**src/rtl/systolic_input_skewer_if.sv**
```systemverilog
// Bus bundle between the row selector / matrix memory side and the input skewer.
// The slave modport is the skewer's view; the master modport is the environment's.
interface systolic_input_skewer_if #(
  parameter int unsigned SYSTOLIC_WIDTH = 2,
  parameter int unsigned DATA_WIDTH     = 8,
  parameter int unsigned ADDR_WIDTH     = 8
);
  logic                               start_in;
  logic                               stop_in;
  logic [ADDR_WIDTH-1:0]              addr_in;
  logic                               addr_valid_in;
  logic [ADDR_WIDTH-1:0]              mem_addr_out;
  logic [DATA_WIDTH-1:0]              mem_data_in;
  logic [SYSTOLIC_WIDTH*DATA_WIDTH-1:0] lanes_out;
  logic [SYSTOLIC_WIDTH-1:0]          lanes_valid_out;
  logic                               busy_out;
  logic                               done_out;

  modport master (
    output start_in, stop_in, addr_in, addr_valid_in, mem_data_in,
    input  mem_addr_out, lanes_out, lanes_valid_out, busy_out, done_out
  );

  modport slave (
    input  start_in, stop_in, addr_in, addr_valid_in, mem_data_in,
    output mem_addr_out, lanes_out, lanes_valid_out, busy_out, done_out
  );
endinterface

```
**src/rtl/systolic_input_skewer.sv**
```systemverilog
// Fetches one matrix row element per slot, assembles SYSTOLIC_WIDTH-element groups
// and launches each group diagonally (lane k delayed by k cycles) into the array.
module systolic_input_skewer #(
  parameter int unsigned SYSTOLIC_WIDTH = 2,
  parameter int unsigned DATA_WIDTH     = 8,
  parameter int unsigned ADDR_WIDTH     = 8
) (
  input  logic                  clk_in,
  input  logic                  rst_in,
  systolic_input_skewer_if.slave skew_if
);

  localparam int unsigned LANE_W = (SYSTOLIC_WIDTH > 1) ? $clog2(SYSTOLIC_WIDTH) : 1;
  localparam int unsigned FCNT_W = $clog2(SYSTOLIC_WIDTH + 2);
  localparam logic [LANE_W-1:0] LAST_LANE  = LANE_W'(SYSTOLIC_WIDTH - 1);
  localparam logic [FCNT_W-1:0] LAST_FLUSH = FCNT_W'(SYSTOLIC_WIDTH);

  typedef enum logic [1:0] {
    ST_IDLE,
    ST_FILL,
    ST_FLUSH
  } state_t;

  state_t              r_state;
  state_t              w_state_nxt;
  logic [LANE_W-1:0]   r_lane;
  logic [FCNT_W-1:0]   r_fcnt;
  logic                r_pad;
  logic                r_done;
  logic                w_real;
  logic                w_done_nxt;

  logic                r_rd_slot;
  logic                r_rd_real;
  logic [LANE_W-1:0]   r_rd_lane;
  logic [DATA_WIDTH-1:0] w_elem;
  logic [DATA_WIDTH-1:0] r_col     [SYSTOLIC_WIDTH];
  logic [DATA_WIDTH-1:0] w_col_nxt [SYSTOLIC_WIDTH];
  logic [DATA_WIDTH-1:0] r_grp     [SYSTOLIC_WIDTH];
  logic                  r_grp_valid;

  logic [DATA_WIDTH-1:0] w_lane_d [SYSTOLIC_WIDTH];
  logic [SYSTOLIC_WIDTH-1:0] w_lane_v;
  logic [SYSTOLIC_WIDTH*DATA_WIDTH-1:0] w_lanes;

  always_ff @(posedge clk_in or negedge rst_in) begin
    if (!rst_in) begin
      r_state <= ST_IDLE;
      r_done  <= 1'b0;
    end else begin
      r_state <= w_state_nxt;
      r_done  <= w_done_nxt;
    end
  end

  always_comb begin
    w_state_nxt = r_state;
    w_real      = 1'b0;
    w_done_nxt  = 1'b0;
    case (r_state)
      ST_IDLE: begin
        if (skew_if.start_in) w_state_nxt = ST_FILL;
      end
      ST_FILL: begin
        w_real = skew_if.addr_valid_in && !r_pad;
        // a stop on the last-lane slot still lets that slot through, then closes the group
        if ((r_lane == LAST_LANE) && (r_pad || skew_if.stop_in)) w_state_nxt = ST_FLUSH;
      end
      ST_FLUSH: begin
        if (r_fcnt == LAST_FLUSH) begin
          w_state_nxt = ST_IDLE;
          w_done_nxt  = 1'b1;
        end
      end
      default: w_state_nxt = ST_IDLE;
    endcase
  end

  always_ff @(posedge clk_in or negedge rst_in) begin
    if (!rst_in) begin
      r_lane <= '0;
      r_pad  <= 1'b0;
      r_fcnt <= '0;
    end else begin
      if (r_state != ST_FILL) begin
        r_lane <= '0;
        r_pad  <= 1'b0;
      end else begin
        r_lane <= (r_lane == LAST_LANE) ? '0 : r_lane + 1'b1;
        if (skew_if.stop_in) r_pad <= 1'b1;
      end
      r_fcnt <= (r_state == ST_FLUSH) ? r_fcnt + 1'b1 : '0;
    end
  end

  assign skew_if.mem_addr_out = w_real ? skew_if.addr_in : '0;
  assign skew_if.busy_out     = (r_state != ST_IDLE);
  assign skew_if.done_out     = r_done;

  assign w_elem = r_rd_real ? skew_if.mem_data_in : '0;

  always_comb begin
    w_col_nxt            = r_col;
    w_col_nxt[r_rd_lane] = w_elem;
  end

  // Group register takes the collect vector including the element arriving this cycle.
  always_ff @(posedge clk_in or negedge rst_in) begin
    if (!rst_in) begin
      r_rd_slot   <= 1'b0;
      r_rd_real   <= 1'b0;
      r_rd_lane   <= '0;
      r_col       <= '{default: '0};
      r_grp       <= '{default: '0};
      r_grp_valid <= 1'b0;
    end else begin
      r_rd_slot   <= (r_state == ST_FILL);
      r_rd_real   <= w_real;
      r_rd_lane   <= r_lane;
      r_grp_valid <= 1'b0;
      if (r_rd_slot) begin
        r_col <= w_col_nxt;
        if (r_rd_lane == LAST_LANE) begin
          r_grp       <= w_col_nxt;
          r_grp_valid <= 1'b1;
        end
      end
    end
  end

  assign w_lane_d[0] = r_grp[0];
  assign w_lane_v[0] = r_grp_valid;

  for (genvar k = 1; k < SYSTOLIC_WIDTH; k++) begin : g_skew
    logic [DATA_WIDTH-1:0] r_pipe [k];
    logic [k-1:0]          r_vpipe;

    always_ff @(posedge clk_in or negedge rst_in) begin
      if (!rst_in) begin
        r_pipe  <= '{default: '0};
        r_vpipe <= '0;
      end else begin
        r_pipe[0]  <= r_grp[k];
        r_vpipe[0] <= r_grp_valid;
        for (int unsigned s = 1; s < k; s++) begin
          r_pipe[s]  <= r_pipe[s-1];
          r_vpipe[s] <= r_vpipe[s-1];
        end
      end
    end

    assign w_lane_d[k] = r_pipe[k-1];
    assign w_lane_v[k] = r_vpipe[k-1];
  end

  always_comb begin
    w_lanes = '0;
    for (int unsigned k = 0; k < SYSTOLIC_WIDTH; k++) begin
      if (w_lane_v[k]) w_lanes[k*DATA_WIDTH +: DATA_WIDTH] = w_lane_d[k];
    end
  end

  assign skew_if.lanes_out       = w_lanes;
  assign skew_if.lanes_valid_out = w_lane_v;

endmodule

```
**src/flat_wrapper.sv**
```systemverilog
// flat-port wrapper written by rule: the top's interface ports become plain ports
module systolic_input_skewer_flat 
#(
  parameter int unsigned SYSTOLIC_WIDTH = 2,
  parameter int unsigned DATA_WIDTH     = 8,
  parameter int unsigned ADDR_WIDTH     = 8
)
  (clk_in, rst_in, skew_if_start_in, skew_if_stop_in, skew_if_addr_in, skew_if_addr_valid_in, skew_if_mem_data_in, skew_if_mem_addr_out, skew_if_lanes_out, skew_if_lanes_valid_out, skew_if_busy_out, skew_if_done_out);
  systolic_input_skewer_if #(.SYSTOLIC_WIDTH(SYSTOLIC_WIDTH), .DATA_WIDTH(DATA_WIDTH), .ADDR_WIDTH(ADDR_WIDTH)) skew_if_i ();
  input  logic clk_in;
  input  logic rst_in;
  input wire logic [$bits(skew_if_i.start_in)-1:0] skew_if_start_in;
  input wire logic [$bits(skew_if_i.stop_in)-1:0] skew_if_stop_in;
  input wire logic [$bits(skew_if_i.addr_in)-1:0] skew_if_addr_in;
  input wire logic [$bits(skew_if_i.addr_valid_in)-1:0] skew_if_addr_valid_in;
  input wire logic [$bits(skew_if_i.mem_data_in)-1:0] skew_if_mem_data_in;
  output wire logic [$bits(skew_if_i.mem_addr_out)-1:0] skew_if_mem_addr_out;
  output wire logic [$bits(skew_if_i.lanes_out)-1:0] skew_if_lanes_out;
  output wire logic [$bits(skew_if_i.lanes_valid_out)-1:0] skew_if_lanes_valid_out;
  output wire logic [$bits(skew_if_i.busy_out)-1:0] skew_if_busy_out;
  output wire logic [$bits(skew_if_i.done_out)-1:0] skew_if_done_out;
  assign skew_if_i.start_in = skew_if_start_in;
  assign skew_if_i.stop_in = skew_if_stop_in;
  assign skew_if_i.addr_in = skew_if_addr_in;
  assign skew_if_i.addr_valid_in = skew_if_addr_valid_in;
  assign skew_if_i.mem_data_in = skew_if_mem_data_in;
  assign skew_if_mem_addr_out = skew_if_i.mem_addr_out;
  assign skew_if_lanes_out = skew_if_i.lanes_out;
  assign skew_if_lanes_valid_out = skew_if_i.lanes_valid_out;
  assign skew_if_busy_out = skew_if_i.busy_out;
  assign skew_if_done_out = skew_if_i.done_out;
  systolic_input_skewer #(.SYSTOLIC_WIDTH(SYSTOLIC_WIDTH), .DATA_WIDTH(DATA_WIDTH), .ADDR_WIDTH(ADDR_WIDTH)) u_core (.clk_in(clk_in), .rst_in(rst_in), .skew_if(skew_if_i));
endmodule
```
**config.mk**
```make
export PLATFORM = sky130hd
export DESIGN_NAME = systolic_input_skewer_flat
export DESIGN_NICKNAME = d
export VERILOG_FILES = /design/src/rtl/systolic_input_skewer_if.sv /design/src/rtl/systolic_input_skewer.sv /design/src/flat_wrapper.sv
export SDC_FILE = /design/constraint.sdc
export NUM_CORES = 1
export LEC_CHECK = 0
export BUFFER_PORTS_ARGS = -buffer_cell sky130_fd_sc_hd__buf_4
export CAP_MARGIN = 20
export CORE_MARGIN = 1
export CORE_UTILIZATION = 40
export DETAILED_ROUTE_END_ITERATION = 7
export PLACE_DENSITY_LB_ADDON = 0.08
export SLEW_MARGIN = 25
export SYNTH_ARGS = -nofsm -noshare
export SYNTH_HDL_FRONTEND = slang
export SYNTH_SLANG_ARGS = --single-unit
```
**constraint.sdc**
```tcl
create_clock -name clk_in -period 2.3 [get_ports clk_in]
set_input_delay 0.46 -clock clk_in [delete_from_list [all_inputs] [get_ports clk_in]]
set_output_delay 0.46 -clock clk_in [all_outputs]
set_load 0.02 [all_outputs]
```
==> results of run 1 <==
## metal layers
layer | part of all wire | wire (um) | up-vias | global-route usage
li1 | - | - | 572 | -
met1 | 0.44 | 1470 | 580 | 0.200
met2 | 0.50 | 1650 | 28 | 0.237
met3 | 0.040 | 134 | 7 | 0.0378
met4 | 0.022 | 74 | 0 | 0.0816
met5 | 0 | 0 | - | 0
## metrics by stage
step,util,power [mW],worst slack (ns)
after floorplan,-,1.87,0.751
after global placement,0.503,2.08,0.618
after detailed placement,0.503,2.11,0.582
after CTS,0.528,2.69,0.359
after global routing,0.528,2.84,0.274
final,0.528,2.67,0.384
## cells by family (layout without fill, tap and decap cells)
logic type                 count (synthesis)  after routing  share of synthesized area
DFF                                       44             44                      0.607
muxes                                     16             16                      0.100
and+or+nand+nor                           54             54                      0.181
adders and majority gates                  1              1                    0.00690
buffers and inverters                     21             70                     0.0600
AOI/OAI and AO/OA                         11             11                     0.0449
## sequential cells by signal, summed over array words and instances (netlist names)
register / count
u_core.g_skew.r_vpipe: 1
u_core.r_col: 8
u_core.r_pad: 1
u_core.r_lane: 1
u_core.r_rd_slot: 1
u_core.r_fcnt: 2
u_core.r_state: 2
u_core.r_grp: 16
u_core.g_skew.r_pipe: 8
u_core.r_grp_valid: 1
u_core.r_rd_lane: 1
u_core.r_rd_real: 1
u_core.skew_if.done_out: 1
## report_power, final
part           switching, mW  internal (mW)
combinational          0.353          0.393
clock                  0.259          0.322
sequential             0.244           1.09
total                  0.857           1.81
## how the worst min path moves through the flow
stage | startpoint | cells past startpoint | to
4_1_cts | rst_in | 1 | u_core.r_col[13]
2_1_floorplan | rst_in | 0 | u_core.g_skew[1].r_pipe[0]
3_5_place_dp | u_core.r_grp[2] | 0 | u_core.g_skew[1].r_pipe[2]
3_3_place_gp | u_core.r_grp[7] | 0 | u_core.g_skew[1].r_pipe[7]
6_report | rst_in | 1 | u_core.r_grp[13]
5_1_grt | rst_in | 1 | u_core.r_col[13]
## Yosys cell counts
master,n
and2_1,24
and4_1,8
nor3_1,1
nor4bb_1,1
buf_2,3
mux2_4,3
mux2_2,5
nor2_1,7
nor2b_1,1
a21o_1,8
nand2b_1,2
or2_2,1
buf_4,5
o21ai_0,1
inv_1,12
mux2i_1,8
dfrtp_1,44
nand2_1,8
buf_6,1
ha_1,1
nand2_4,1
o22ai_1,1
o211a_1,1
## final cells by class
cell class,count,area [um2],share of cell area
Timing Repair Buffer,50,375,0.163
Multi-Input combinational cell,82,603,0.263
Clock inverter,2,35.0,0.0153
Inverter,12,45.0,0.0196
Clock buffer,6,72.6,0.0316
Tap cell,52,65.1,0.0283
Sequential cell,44,1100,0.479
## worst max-delay path: stages (launching register included)
cell,delay [ns]
dfrtp_1,0.42
nor4bb_1,0.28
buf_4,0.18
and2_1,0.14
buf_4,0.14
==> run_results.csv, run 1 <==
group,metric,value,unit
layout,drive_above_1_share,0.342,
worst_setup_path,startpoint_type,"register",
yosys,yosysWarnings,0,
worst_setup_path,reg2regPathDepth,2,
worst_setup_path,required,1.84,ns
cts,cts_max_path_buffers,2,
cts,clkSlewWorstSetupHoldPaths,0.09,ns
layout,fin_area,2300,um2
yosys,seq_area_frac_synth,0.607,
cts,cts.sinks,44,
sta,tns,0,ns
routing,drc,0,
die,die_h,69.3,um
worst_hold_path,hp-class,"input port to async pin",
yosys,ys_types,23,
routing,firstDrtPassIters,4,
sta,tightestPinTransition,0.548,ns
routing,wirelength,3330,um
sta,finalHoldViolCount,0,
power,ir_worst_vdd,0.000524,V
sta,fmax,522,MHz
die,dieArea,4810,um2
layout,final_common_cell,"buf_4",
power,p_leak,1.27,nW
sta,clock_skew,0.0106,ns
placement,routabilityCongestion,0.704,
grt,grt_start_max_net_pins,45,
worst_setup_path,rr_endpoint,"u_core.r_grp[9]",
worst_setup_path,rrSetupSlack,1.06,ns
yosys,synth.net_count,169,
die,ios,49,
sta,setup_viol,0,
sta,finalCritPeriodShare,0.833,
yosys,ys_seq_elements,44,
layout,area_growth,26.7,%
placement,numPortBuffers,48,
yosys,synthTopCellsByArea,"dfrtp_1, and2_1, mux2i_1, and4_1, a21o_1",
layout,fin_nets,217,
cts,clk_latency,0.30,ns
cts,cts_resized,0,
worst_setup_path,arrival,1.46,ns
layout,diodes,0,
yosys,synth_area_leader_cell,"dfrtp_1",
cts,cts_tree,"built",
placement,post-dp-hpwl,2350,um
routing,via_per_inst,4.79,
cts,h-tree-depth,2,
grt,grt_pass1_wl,5710,um
die,rows,24,
grt,globalRouteOverflowTotal,0,
die,fp.coreArea,4350,um2
power,power_density,1160,nW/um2
worst_setup_path,endpoint_kind,"output pin",
sta,hold_ws,0.138,ns
cts,postCtsSetupRepairBufs,0,
worst_setup_path,startpoint,"u_core.r_state[1]",
layout,fillers,396,
layout,layout_common_cells,"buf_4, dfrtp_1, and2_1, inv_1",
yosys,syn_avg_cell_area,12.3,um2
routing,antenna_left,0,
routing,vias,1187,
layout,instances_no_fill,248,
flow_run,maxCapViolCount,0,
cts,cts_root_buffer,"clkbuf_8",
worst_setup_path,critical_path_peak_fanout,9,
placement,placed_cells,240,
grt,grt.total_usage,0.154,
cts,holdBufCountCts,0,
grt,grt_pass1_vias,1166,
run_status,status,"completed",
routing,drt-initial-drc-count,74,
worst_setup_path,r2r-start,"u_core.r_rd_lane",
yosys,synth_area,1810,um2
cts,cts_made_buffers,5,
worst_setup_path,crit_end,"skew_if_mem_addr_out[5]",
sta,grt_setup_unrepaired,"false",
grt,antenna_found_initial,0,
worst_setup_path,crit_type,"register to output pin",
yosys,synth_top_area_frac,0.607,
sta,slew_violations,0,
yosys,netlist_instances,147,
sta,max_slew_margin,0.634,
routing,routedWlPerCell,13.4,um
die,dieWidth,69.3,um
sta,fin_crit,1.92,ns
placement,dpl_cell_area,2190,um2
die,initial_core_util,0.416,
No activity file was read; power rests on OpenSTA's default activity.
==> run 2: changes to the inputs <==
==> constraint.sdc (replaced) <==
create_clock -name clk_in -period 1.79 [get_ports clk_in]
set_input_delay 0.358 -clock clk_in [delete_from_list [all_inputs] [get_ports clk_in]]
set_output_delay 0.358 -clock clk_in [all_outputs]
set_load 0.02 [all_outputs]
==> run_results.csv, run 2 (synthesized netlist as in run 1, its figures left out) <==
group,metric,value,unit
run_status,status,"finished, violations left",
run_status,violations,"negative setup slack",
power,total_power,3.50,mW
worst_setup_path,rrSetupSlack,0.54,ns
layout,layout_common_cells,"buf_4, dfrtp_1, and2_1, inv_1",
placement,placed_cells,240,
die,dieWidth,69.3,um
layout,instances_no_fill,252,
placement,routabilityCongestion,0.703,
worst_setup_path,startpoint,"u_core.r_state[1]",
worst_setup_path,path_cells,"nor4bb_2, buf_2, and2_4, buf_6",
worst_setup_path,cp_num_buf_inv,2,
layout,largest_register_ffs,16,
sta,tns,-0.0501,ns
layout,area_growth,31.3,%
placement,post-dp-hpwl,2330,um
worst_setup_path,cpPeakStageDelay,0.40,ns
layout,fin_nets,221,
layout,final_common_cell,"buf_4",
sta,finalCritPeriodShare,1.01,
power,ir_worst_vdd,0.000626,V
cts,clk_latency,0.29,ns
die,rows,24,
worst_hold_path,hp-class,"input port to async pin",
layout,diodes,0,
sta,finalHoldViolCount,0,
layout,regMostFlops,"u_core.r_grp",
layout,largestRegisters,"u_core.r_grp (16), u_core.g_skew.r_pipe (8), u_core.r_col (8)",
power,p_leak,1.31,nW
grt,grt_start_max_net_pins,45,
sta,slew_violations,0,
routing,drc,0,
worst_setup_path,startpoint_type,"register",
worst_setup_path,arrival,1.45,ns
die,fp.coreArea,4350,um2
routing,wirelength,3270,um
power,power_density,1470,nW/um2
worst_setup_path,reg2regPathDepth,2,
worst_setup_path,critical_path_peak_fanout,4,
grt,grt_pass1_vias,1218,
die,initial_core_util,0.416,
routing,routedWlPerCell,13.0,um
sta,tightestPinTransition,0.524,ns
placement,numPortBuffers,48,
worst_setup_path,cp_top_family,"simple AND/OR/NAND/NOR gates",
layout,drive_above_1_share,0.400,
cts,clkSlewWorstSetupHoldPaths,0.08,ns
cts,h-tree-depth,2,
cts,holdBufCountCts,0,
sta,fin_crit,1.81,ns
worst_setup_path,r2r-start,"u_core.r_rd_slot",
grt,globalRouteOverflowTotal,0,
flow_run,maxCapViolCount,0,
routing,drt-initial-drc-count,58,
cts,cts_root_buffer,"clkbuf_8",
routing,via_per_inst,4.74,
die,ios,49,
worst_setup_path,endpoint_kind,"output pin",
sta,setup_slack,-0.0163,ns
die,die_h,69.3,um
cts,cts_tree,"built",
cts,cts_made_buffers,5,
sta,clock_skew,0.00665,ns
die,dieArea,4810,um2
worst_setup_path,cpMaxStageDelayCell,"dfrtp_1",
grt,grt.total_usage,0.156,
worst_setup_path,rr_endpoint,"u_core.r_grp[8]",
sta,fmax,554,MHz
sta,grt_setup_unrepaired,"true",
grt,antenna_found_initial,0,
sta,setup_viol,5,
routing,antenna_left,0,
cts,cts.sinks,44,
grt,grt_pass1_wl,5770,um
routing,firstDrtPassIters,4,
worst_setup_path,required,1.43,ns
sta,max_slew_margin,0.650,
worst_setup_path,crit_type,"register to output pin",
cts,cts_max_path_buffers,2,
routing,vias,1195,
## run 2: cell count changes in the layout (fill, tap and decap cells not counted), sizes merged
cell  delta
buf      +4
## run 2: where the power goes
group | switching [mW] | internal, mW
Sequential | 0.303 | 1.41
Clock | 0.313 | 0.414
Combinational | 0.483 | 0.585
Total | 1.10 | 2.41
## run 2: how the worst max path moves through the flow
stage,to,slack (ns),cells after the start
global route,skew_if_mem_addr_out[0],-0.11,4
detailed placement,skew_if_mem_addr_out[7],0.28,4
finish,skew_if_mem_addr_out[4],-0.02,4
global placement,skew_if_mem_addr_out[1],0.31,5
CTS,skew_if_mem_addr_out[1],-0.03,4
floorplan,skew_if_mem_addr_out[0],0.40,3
## run 2: area by class of cell
| cell class | count | area [um2] |
|---|---|---|
| clock buffers | 6 | 72.6 |
| clock inverters | 2 | 35.0 |
| fillers | 379 | 1970 |
| inverters | 12 | 45.0 |
| multi-input cells | 82 | 629 |
| flip-flops and latches | 44 | 1100 |
| well taps | 52 | 65.1 |
| repair buffers | 54 | 433 |
## run 2: per-layer routing
layer | share of wire | global-route usage | vias to the layer above
met2 | 0.51 | 0.257 | 27
met3 | 0.050 | 0.0538 | 7
met4 | 0.019 | 0.0612 | 0
met5 | 0 | 0 | -
li1 | - | - | 581
met1 | 0.42 | 0.188 | 580
## run 2: timing repair
action                                  in CTS  in global routing
resized for setup                           10                  8
endpoints found under the setup margin       8                  8
cloned                                       1                  0
setup buffers                                2                  1
pin swaps                                    3                  7
## run 2: stage by stage
stage,hold slack [ns],worst slack [ns],instance area (um2),util
2_1_floorplan,0.0624,0.399,1810,-
3_3_place_gp,0.364,0.313,2190,0.503
3_5_place_dp,0.365,0.284,2190,0.503
4_1_cts,0.0533,-0.0291,2350,0.540
5_1_grt,0.0802,-0.109,2380,0.547
6_report,0.0355,-0.0163,2380,0.547
